===== config.mk =====
export PLATFORM = sky130hd
export DESIGN_NAME = seq_binary_to_bcd
export DESIGN_NICKNAME = d
export VERILOG_FILES = /design/src/rtl/seq_binary_to_bcd.sv
export SDC_FILE = /design/constraint.sdc
export NUM_CORES = 1
export LEC_CHECK = 0
export CAP_MARGIN = 25
export CORE_UTILIZATION = 55
export DETAILED_ROUTE_END_ITERATION = 7
export DONT_BUFFER_PORTS = 1
export HOLD_SLACK_MARGIN = 0.08
export PLACE_DENSITY = 0.77
export SLEW_MARGIN = 40
export SYNTH_ARGS = -nofsm -noshare
export SYNTH_HDL_FRONTEND = slang
export SYNTH_SLANG_ARGS = --single-unit

===== constraint.sdc =====
create_clock -name clk -period 3.04 [get_ports clk]
set_clock_uncertainty 0.15 [all_clocks]
set_input_delay 0.608 -clock clk [delete_from_list [all_inputs] [get_ports clk]]
set_output_delay 0.608 -clock clk [all_outputs]
set_load 0.02 [all_outputs]

===== src/rtl/seq_binary_to_bcd.sv =====
// seq_binary_to_bcd
// Sequential binary-to-BCD converter using shift-and-add-3 (double dabble),
// one input bit per clock, with a start/ready/valid handshake. Results that do
// not fit in DIGITS decimal digits saturate to all nines and raise overflow.
// Optional feature macro: BCD_BLANK_EN enables registered leading-zero blank
// flags. Without it the blank port is driven constant zero.

module seq_binary_to_bcd #(
   parameter int BIN_WIDTH = 16,
   parameter int DIGITS    = 5
) (
   input  logic                  clk,
   input  logic                  rst,
   input  logic                  start,
   input  logic [BIN_WIDTH-1:0]  binary,
   output logic                  ready,
   output logic                  busy,
   output logic                  valid,
   output logic [4*DIGITS-1:0]   bcd,
   output logic                  overflow,
   output logic [DIGITS-1:0]     blank
);

   localparam int ACC_W = 4 * DIGITS;
   localparam int CNT_W = $clog2(BIN_WIDTH + 1);

   typedef enum logic [1:0] {
      IDLE  = 2'd0,
      SHIFT = 2'd1,
      DONE  = 2'd2
   } state_t;

   state_t               state;
   logic [BIN_WIDTH-1:0] shreg;
   logic [ACC_W-1:0]     acc;
   logic [ACC_W-1:0]     adj;
   logic [ACC_W-1:0]     result;
   logic                 ovf_flag;
   logic [CNT_W-1:0]     cnt;

   // Add-3 correction for every digit that is 5 or more, ahead of the shift.
   // NOTE: every variable written here gets a default first, so no latch is inferred.
   always_comb begin
      adj = acc;
      for (int k = 0; k < DIGITS; k++) begin
         if (acc[4*k +: 4] > 4'd4) begin
            adj[4*k +: 4] = acc[4*k +: 4] + 4'd3;
         end
      end
   end

   // Value presented at the end of a conversion: saturate to all nines on overflow.
   always_comb begin
      result = ovf_flag ? {DIGITS{4'h9}} : acc;
   end

   // Control FSM, datapath and registered outputs.
   // NOTE: sequential state uses non-blocking assignments so every register samples pre-edge values.
   always_ff @(posedge clk or posedge rst) begin
      if (rst) begin
         state    <= IDLE;
         ready    <= 1'b1;
         busy     <= 1'b0;
         valid    <= 1'b0;
         bcd      <= '0;
         overflow <= 1'b0;
         shreg    <= '0;
         acc      <= '0;
         ovf_flag <= 1'b0;
         cnt      <= '0;
      end else begin
         valid <= 1'b0;
         case (state)
            IDLE: begin
               if (start) begin
                  shreg    <= binary;
                  acc      <= '0;
                  ovf_flag <= 1'b0;
                  cnt      <= CNT_W'(BIN_WIDTH);
                  state    <= SHIFT;
                  ready    <= 1'b0;
                  busy     <= 1'b1;
               end
            end
            SHIFT: begin
               acc   <= {adj[ACC_W-2:0], shreg[BIN_WIDTH-1]};
               shreg <= shreg << 1;
               cnt   <= cnt - CNT_W'(1);
               if (adj[ACC_W-1]) begin
                  ovf_flag <= 1'b1;
               end
               if (cnt == CNT_W'(1)) begin
                  state <= DONE;
               end
            end
            DONE: begin
               bcd      <= result;
               overflow <= ovf_flag;
               valid    <= 1'b1;
               state    <= IDLE;
               ready    <= 1'b1;
               busy     <= 1'b0;
            end
            default: begin
               state <= IDLE;
               ready <= 1'b1;
               busy  <= 1'b0;
            end
         endcase
      end
   end

`ifdef BCD_BLANK_EN
   localparam logic [DIGITS-1:0] BLANK_RST = {DIGITS{1'b1}} << 1;

   logic [DIGITS-1:0] blank_next;
   logic              zero_above;

   // Leading-zero flags: digit k blanks when it and every higher digit are zero.
   always_comb begin
      blank_next = '0;
      zero_above = 1'b1;
      for (int k = DIGITS - 1; k >= 1; k--) begin
         zero_above    = zero_above & (result[4*k +: 4] == 4'h0);
         blank_next[k] = zero_above;
      end
   end

   // Blank flags update on the same edge as bcd.
   always_ff @(posedge clk or posedge rst) begin
      if (rst) begin
         blank <= BLANK_RST;
      end else if (state == DONE) begin
         blank <= blank_next;
      end
   end
`else
   assign blank = '0;
`endif

endmodule

==> results of run 1 <==
cells in the final DEF, fill, tap and decap left out, drive strengths merged, types with 3 or more instances in the layout:
cell type / count
clkbuf: 12
mux2i: 6
o21a: 6
o22ai: 5
conb: 5
nor2: 32
a32o: 10
nor2b: 6
ha: 7
dfrtp: 67
or3: 5
nand2b: 8
inv: 17
nand2: 54
o21ai: 32
o31ai: 10
nor3: 5
o32ai: 5
a31oi: 16
buf: 4
clkinv: 3
layer usage:
metal  up-vias  wire [um]  GRT usage (%)
met3         5        400          8.161
met2        67       2590          33.22
li1       1121          -              -
met1      1094       2799          26.65
met5         -          0              0
met4         0         54          6.727
report_power, final:
group          internal (mW)  total, mW  switching (mW)  leakage (nW)
clock                  0.401      0.728           0.328         0.100
sequential              1.27       1.67           0.407         0.856
combinational          0.697       1.51           0.814         0.608
worst max-delay path: cells and delay by family, from the launching register on:
family	cells	cell delay, ns
DFF	1	0.49
AOI/OAI and AO/OA	3	1.04
cell usage after synthesis, types with 2 or more instances:
| master | instances |
|---|---|
| o32ai_1 | 5 |
| buf_2 | 10 |
| clkbuf_1 | 2 |
| dfrtp_1 | 67 |
| buf_4 | 9 |
| mux2i_1 | 6 |
| nor3_1 | 5 |
| o21ai_1 | 7 |
| o21ai_0 | 25 |
| nor2_1 | 32 |
| o31ai_2 | 2 |
| buf_6 | 5 |
| inv_1 | 17 |
| or3_1 | 5 |
| a32o_1 | 10 |
| nand2b_1 | 7 |
| o31ai_1 | 7 |
| ha_1 | 7 |
| o22ai_1 | 5 |
| nand2_1 | 54 |
| a31oi_1 | 16 |
| nor2b_1 | 6 |
| o21a_1 | 6 |
registers in the layout (all words and copies together), names as in the netlist:
name / flops
acc: 20
ready: 1
ovf_flag: 1
busy: 1
overflow: 1
shreg: 16
valid: 1
state: 2
cnt: 5
bcd: 20
layout make-up:
| type | count | area share [%] |
|---|---|---|
| Inverter | 17 | 1.869 |
| Tap cell | 72 | 2.638 |
| Clock inverter | 4 | 1.429 |
| Timing Repair Buffer | 5 | 1.173 |
| Sequential cell | 68 | 49.87 |
| Multi-Input combinational cell | 223 | 38.77 |
| Clock buffer | 12 | 4.251 |
final timing paths:
kind,startpoint,to,slack [ns]
worst max-delay path,state[1],acc[11],1.23
worst min-delay path,binary[0],shreg[0],0.25
worst max register to register,state[1],acc[11],1.23
worst min register to register,shreg[15],acc[0],0.35
max in group asynchronous,rst,cnt[1],1.42
min in group asynchronous,rst,state[0],0.61
cells by family (layout without fill, tap and decap cells):
kind of cell	count (synthesis)	in the layout	share of synthesized area (%)
multiplexers	7	7	2.192
other	1	5	0.1152
flip-flops	68	68	52.33
adder cells (fa/ha/maj)	7	7	2.691
buffers and inverters	43	38	7.535
AND/OR/NAND/NOR	116	116	15.99
AO/OA/AOI/OAI	88	88	19.15
timing repair:
item	in CTS	in global routing
setup endpoints to repair	0	0
hold endpoints to repair	22	0
hold buffers	1	0
setup buffers	0	0
==> impl_metrics.py, run 1 <==
metrics = {
    "place": {
        "placedCellCount": 384,
        "pre_cts_slack_ns": 1.253,
        "place_area_sq_mm": 0.003211,
        "hpwl_mm": 3.839,
        "gp_congestion": 0.7367,
        "portBuffers": 0,
    },
    "pwr": {
        "ir_worst_vdd_mv": 0.6307,
        "power_density_mw_per_mm2": 1146,
        "leakage_nw": 1.564,
        "totalPowerFinal_mw": 3.912,
    },
    "setup_path": {
        "max_stage_delay_ns": 0.65,
        "cp.required_ns": 3.12,
        "slowest_stage": "o21ba_4",
        "cp_cell_sequence": "o21ba_4 > o31ai_1 > a32o_1",
        "setup.worst_path.class": "reg -> reg",
        "worstRegToRegCells": 3,
        "critPathCaptureType": "flop",
        "startpoint_type": "flop",
        "arrival_ns": 1.89,
        "path_max_fanout": 49,
    },
    "cts": {
        "cts_resized": 0,
        "h-tree-depth": 3,
        "cts_tree": "built",
        "cts_buffer_depth": 2,
        "cts_sinks": 68,
        "clk_pin_slew_ns": 0.07,
        "clock-root-buffer": "clkbuf_8",
        "clock_latency_ns": 0.34,
        "numCtsBuffers": 9,
    },
    "grt": {
        "gr-usage-all-layers_pct": 21.04,
        "grt_first_pass_wirelength_mm": 9.922,
        "grt_pass1_vias": 2121,
        "grt_start_max_net_pins": 50,
        "antenna_found_initial": 0,
        "grt.overflow.total": 0,
    },
    "floorplanning": {
        "io_pins": 48,
        "num_rows": 27,
        "chipHeight_um": 78.92,
        "start_util_pct": 58.03,
        "core_sq_mm": 0.005608,
        "fp.dieW_um": 78.92,
        "dieArea_sq_mm": 0.006228,
    },
    "finish": {
        "syn2layout_area_growth_pct": 4.921,
        "stdcell_count": 401,
        "post-route-util_pct": 60.89,
        "regArea_sq_mm": 0.001703,
        "final_area_sq_mm": 0.003415,
        "diodes": 0,
        "nets": 350,
        "fillCellCount": 495,
        "multi_input_area_sq_mm": 0.001324,
        "layout-drive-gt1-share_pct": 8.815,
    },
    "route": {
        "dr.first_iter.drc_count": 144,
        "vias_per_cell": 5.703,
        "wl_per_cell_um": 14.57,
        "drc": 0,
        "wl_mm": 5.843,
        "ant_nets": 0,
        "routed-via-count": 2287,
        "dr.pass1.iters": 4,
    },
    "synthesis": {
        "yosys_warnings": 0,
        "ys_ff_latch": 68,
        "syn-mean-instance-area_sq_um": 9.862,
        "synth_ff_type": "dfrtp_1",
        "seq_area_frac_synth_pct": 52.33,
        "yosysTopAreaCell": "dfrtp_1",
        "syn_area_sq_mm": 0.003254,
        "yosys.area.top_type_share_pct": 51.52,
        "synth.top_cells.by_area": "dfrtp_1 52%, nand2_1 6.2%, o21ai_0 3.8%, nor2_1 3.7%, a31oi_1 3.1%",
        "async_flop_share_pct": 100.0,
        "synth_cell_types": 38,
        "synthCells": 330,
        "synth_edf_count": 0,
    },
    "sta": {
        "maxSlewHeadroom_pct": 58.77,
        "setup_viol": 0,
        "period_minus_slack_ns": 1.808,
        "tightest_slew_ns": 0.6185,
        "post-route-period-util_pct": 59.47,
        "whs_ns": 0.2467,
        "hold_viol_final": 0,
        "fmax_ghz": 0.5532,
        "setup_ws_ns": 1.232,
        "slew_violations": 0,
        "tns_ns": 0,
        "rsz0062_at_grt": "false",
    },
    "job": {
        "drv_cap": 0,
    },
    "run_status": {
        "status": "finished clean",
    },
    "worst_hold_path": {
        "hold_path_class": "in -> reg",
        "min_path_cells": 2,
    },
}
No activity file was read; power rests on OpenSTA's default activity.
==> inputs of run 2 (changes only) <==
--- a/config.mk
+++ b/config.mk
@@ -5,12 +5,13 @@
 export SDC_FILE = /design/constraint.sdc
 export NUM_CORES = 1
 export LEC_CHECK = 0
+export ABC_AREA = 1
 export CAP_MARGIN = 25
 export CORE_UTILIZATION = 55
 export DETAILED_ROUTE_END_ITERATION = 7
 export DONT_BUFFER_PORTS = 1
 export HOLD_SLACK_MARGIN = 0.08
-export PLACE_DENSITY = 0.77
+export PLACE_DENSITY = 0.8
 export SLEW_MARGIN = 40
 export SYNTH_ARGS = -nofsm -noshare
 export SYNTH_HDL_FRONTEND = slang
==> constraint.sdc (replaced) <==
create_clock -name clk -period 1.57 [get_ports clk]
set_clock_uncertainty 0.15 [all_clocks]
set_input_delay 0.314 -clock clk [delete_from_list [all_inputs] [get_ports clk]]
set_output_delay 0.314 -clock clk [all_outputs]
set_load 0.02 [all_outputs]
==> impl_metrics.py, run 2 <==
metrics = {
    "place": {
        "hpwl_mm": 4.180,
        "placedCellCount": 436,
        "gp_congestion": 0.8423,
        "portBuffers": 0,
    },
    "setup_path": {
        "critPathCaptureType": "flop",
        "r2r_slack_ns": 0.12,
        "path_max_fanout": 4,
        "worst_r2r_endpoint": "acc[17]",
        "setup.worst_path.class": "reg -> reg",
        "startpoint_type": "flop",
        "crit_start": "acc[17]",
        "cp.required_ns": 1.64,
        "endpoint": "acc[17]",
        "worstRegToRegCells": 7,
        "arrival_ns": 1.52,
        "r2r-start": "acc[17]",
    },
    "cts": {
        "clock_latency_ns": 0.34,
        "cts_buffer_depth": 2,
        "cts_tree": "built",
        "cts_sinks": 68,
        "clk_pin_slew_ns": 0.07,
        "numCtsBuffers": 9,
        "h-tree-depth": 3,
        "clock-root-buffer": "clkbuf_8",
    },
    "synthesis": {
        "synthTopCellsByCount": "88 x nand2_1, 67 x dfrtp_1, 46 x o21ai_0, 42 x inv_1, 34 x a21oi_1",
        "yosys_warnings": 0,
        "synth-compound-area-share_pct": 14.96,
        "synth_cell_types": 26,
        "synthMuxAreaShare_pct": 0,
        "yosysTopAreaCell": "dfrtp_1",
        "async_flop_share_pct": 100.0,
        "synth_edf_count": 0,
        "synth_ff_type": "dfrtp_1",
        "syn_area_sq_mm": 0.003112,
        "syn-mean-instance-area_sq_um": 8.456,
        "synth-xor-area-share_pct": 0,
        "synth_top_family_by_area": "simple AND/OR/NAND/NOR gates",
        "ys_ff_latch": 68,
        "synthAdderAreaFrac_pct": 2.815,
        "synth_simple_gate_area_share_pct": 18.21,
        "yosys.area.top_type_share_pct": 53.88,
        "yosysMostFrequentCell": "nand2_1",
        "synth.top_cells.by_area": "dfrtp_1 54%, nand2_1 11%, o21ai_0 7.4%, a21oi_1 5.5%, inv_1 5.1%",
        "seq_area_frac_synth_pct": 54.72,
        "synthCells": 368,
    },
    "finish": {
        "stdcell_count": 469,
        "final_cell_mix": "87 x nand2_1, 67 x dfrtp_1, 46 x o21ai_0",
        "regArea_sq_mm": 0.001703,
        "diodes": 0,
        "top_regs": "acc x20, bcd x20, shreg x16",
        "mostFrequentLayoutCell": "nand2_1",
        "multi_input_area_sq_mm": 0.001141,
        "syn2layout_area_growth_pct": 13.39,
        "nets": 418,
        "fillCellCount": 469,
        "layout-drive-gt1-share_pct": 8.816,
    },
    "sta": {
        "fmax_ghz": 0.6909,
        "rsz0062_at_grt": "false",
        "setup_viol": 0,
        "period_minus_slack_ns": 1.447,
        "hold_viol_final": 0,
        "tns_ns": 0,
        "post-route-period-util_pct": 92.20,
        "whs_ns": 0.1341,
        "slew_violations": 0,
    },
    "route": {
        "ant_nets": 0,
        "wl_per_cell_um": 13.77,
        "dr.pass1.iters": 4,
        "vias_per_cell": 5.281,
        "dr_wl_met2_mm": 3.155,
        "drc": 0,
        "met1_length_mm": 2.760,
        "routed-wl-met3_um": 469,
        "dr.max_layer_used": "met4",
        "routed-via-count": 2477,
        "wl_mm": 6.459,
        "dr.first_iter.drc_count": 224,
    },
    "pwr": {
        "power_density_mw_per_mm2": 2096,
        "ir_worst_vdd_mv": 1.111,
        "leakage_nw": 1.709,
    },
    "run_status": {
        "status": "finished clean",
    },
    "grt": {
        "grt_start_max_net_pins": 69,
        "grt_pass1_vias": 2451,
        "grt_first_pass_wirelength_mm": 10.92,
        "gr-usage-all-layers_pct": 23.61,
        "grt.overflow.total": 0,
        "antenna_found_initial": 0,
    },
    "worst_hold_path": {
        "min_from": "start",
        "hold_path_class": "in -> reg",
    },
    "floorplanning": {
        "dieArea_sq_mm": 0.005962,
        "chipHeight_um": 77.22,
        "num_rows": 27,
        "io_pins": 48,
        "start_util_pct": 56.86,
        "core_sq_mm": 0.005473,
        "fp.dieW_um": 77.22,
    },
    "job": {
        "drv_cap": 0,
    },
}
==> run 2: area by class of cell <==
type | instances | share of cell area, %
Sequential cell | 68 | 48.26
Multi-Input combinational cell | 243 | 32.34
Timing Repair Buffer | 26 | 7.092
Inverter | 44 | 4.929
Clock buffer | 12 | 4.113
Tap cell | 72 | 2.553
Clock inverter | 4 | 0.7092
==> run 2: where the power goes <==
group | total, mW | internal [mW] | switching (mW)
logic | 2.80 | 1.03 | 1.77
clock network | 1.26 | 0.612 | 0.650
registers | 3.34 | 2.54 | 0.792
==> run 2: timing repair <==
action,4_1_cts,5_1_grt
hold endpoints to repair,83,0
resized for setup,0,3
hold buffers,17,0
endpoints found under the setup margin,0,4
setup buffers,0,0
==> run 2: worst min path at each step <==
stage                           to  slack [ns]  cells after the start
after global routing         ready        0.17                      3
after CTS                    ready        0.12                      3
after detailed placement   acc[19]        0.17                      2
after global placement      bcd[0]        0.16                      2
final                        ready        0.13                      3
after floorplan           shreg[0]        0.28                      2
==> run 2: worst max-delay path, stage by stage, from the launching register on <==
cell	delay (ns)
dfrtp_1	0.39
inv_1	0.14
ha_1	0.19
inv_1	0.06
nand2_1	0.09
nand2_1	0.09
o21ai_0	0.15
o22ai_1	0.08
==> run 2: stage by stage <==
step           total power [mW]  setup WS [ns]  util [%]  area (sq um)
2_1_floorplan             5.502         0.2681         -          3131
3_3_place_gp              5.926         0.1554     58.21          3186
3_5_place_dp              6.096         0.1023     58.21          3186
4_1_cts                   7.393        0.08767     64.43          3526
5_1_grt                   8.039       0.001206     64.47          3528
6_report                  7.395         0.1225     64.47          3528
==> run 2: routing by layer <==
layer | GRT usage, % | vias up
li1 | - | 1220
met5 | 0 | -
met3 | 5.476 | 9
met4 | 12.08 | 0
met2 | 38.76 | 80
met1 | 28.96 | 1168
==> run 2: logic make-up (layout without fill, tap and decap cells) <==
logic type,count (synthesis),count (layout)
AND/OR/NAND/NOR,141,141
flip-flops,68,68
adder cells (fa/ha/maj),7,7
other,1,5
buffers and inverters,61,86
AO/OA/AOI/OAI,90,90
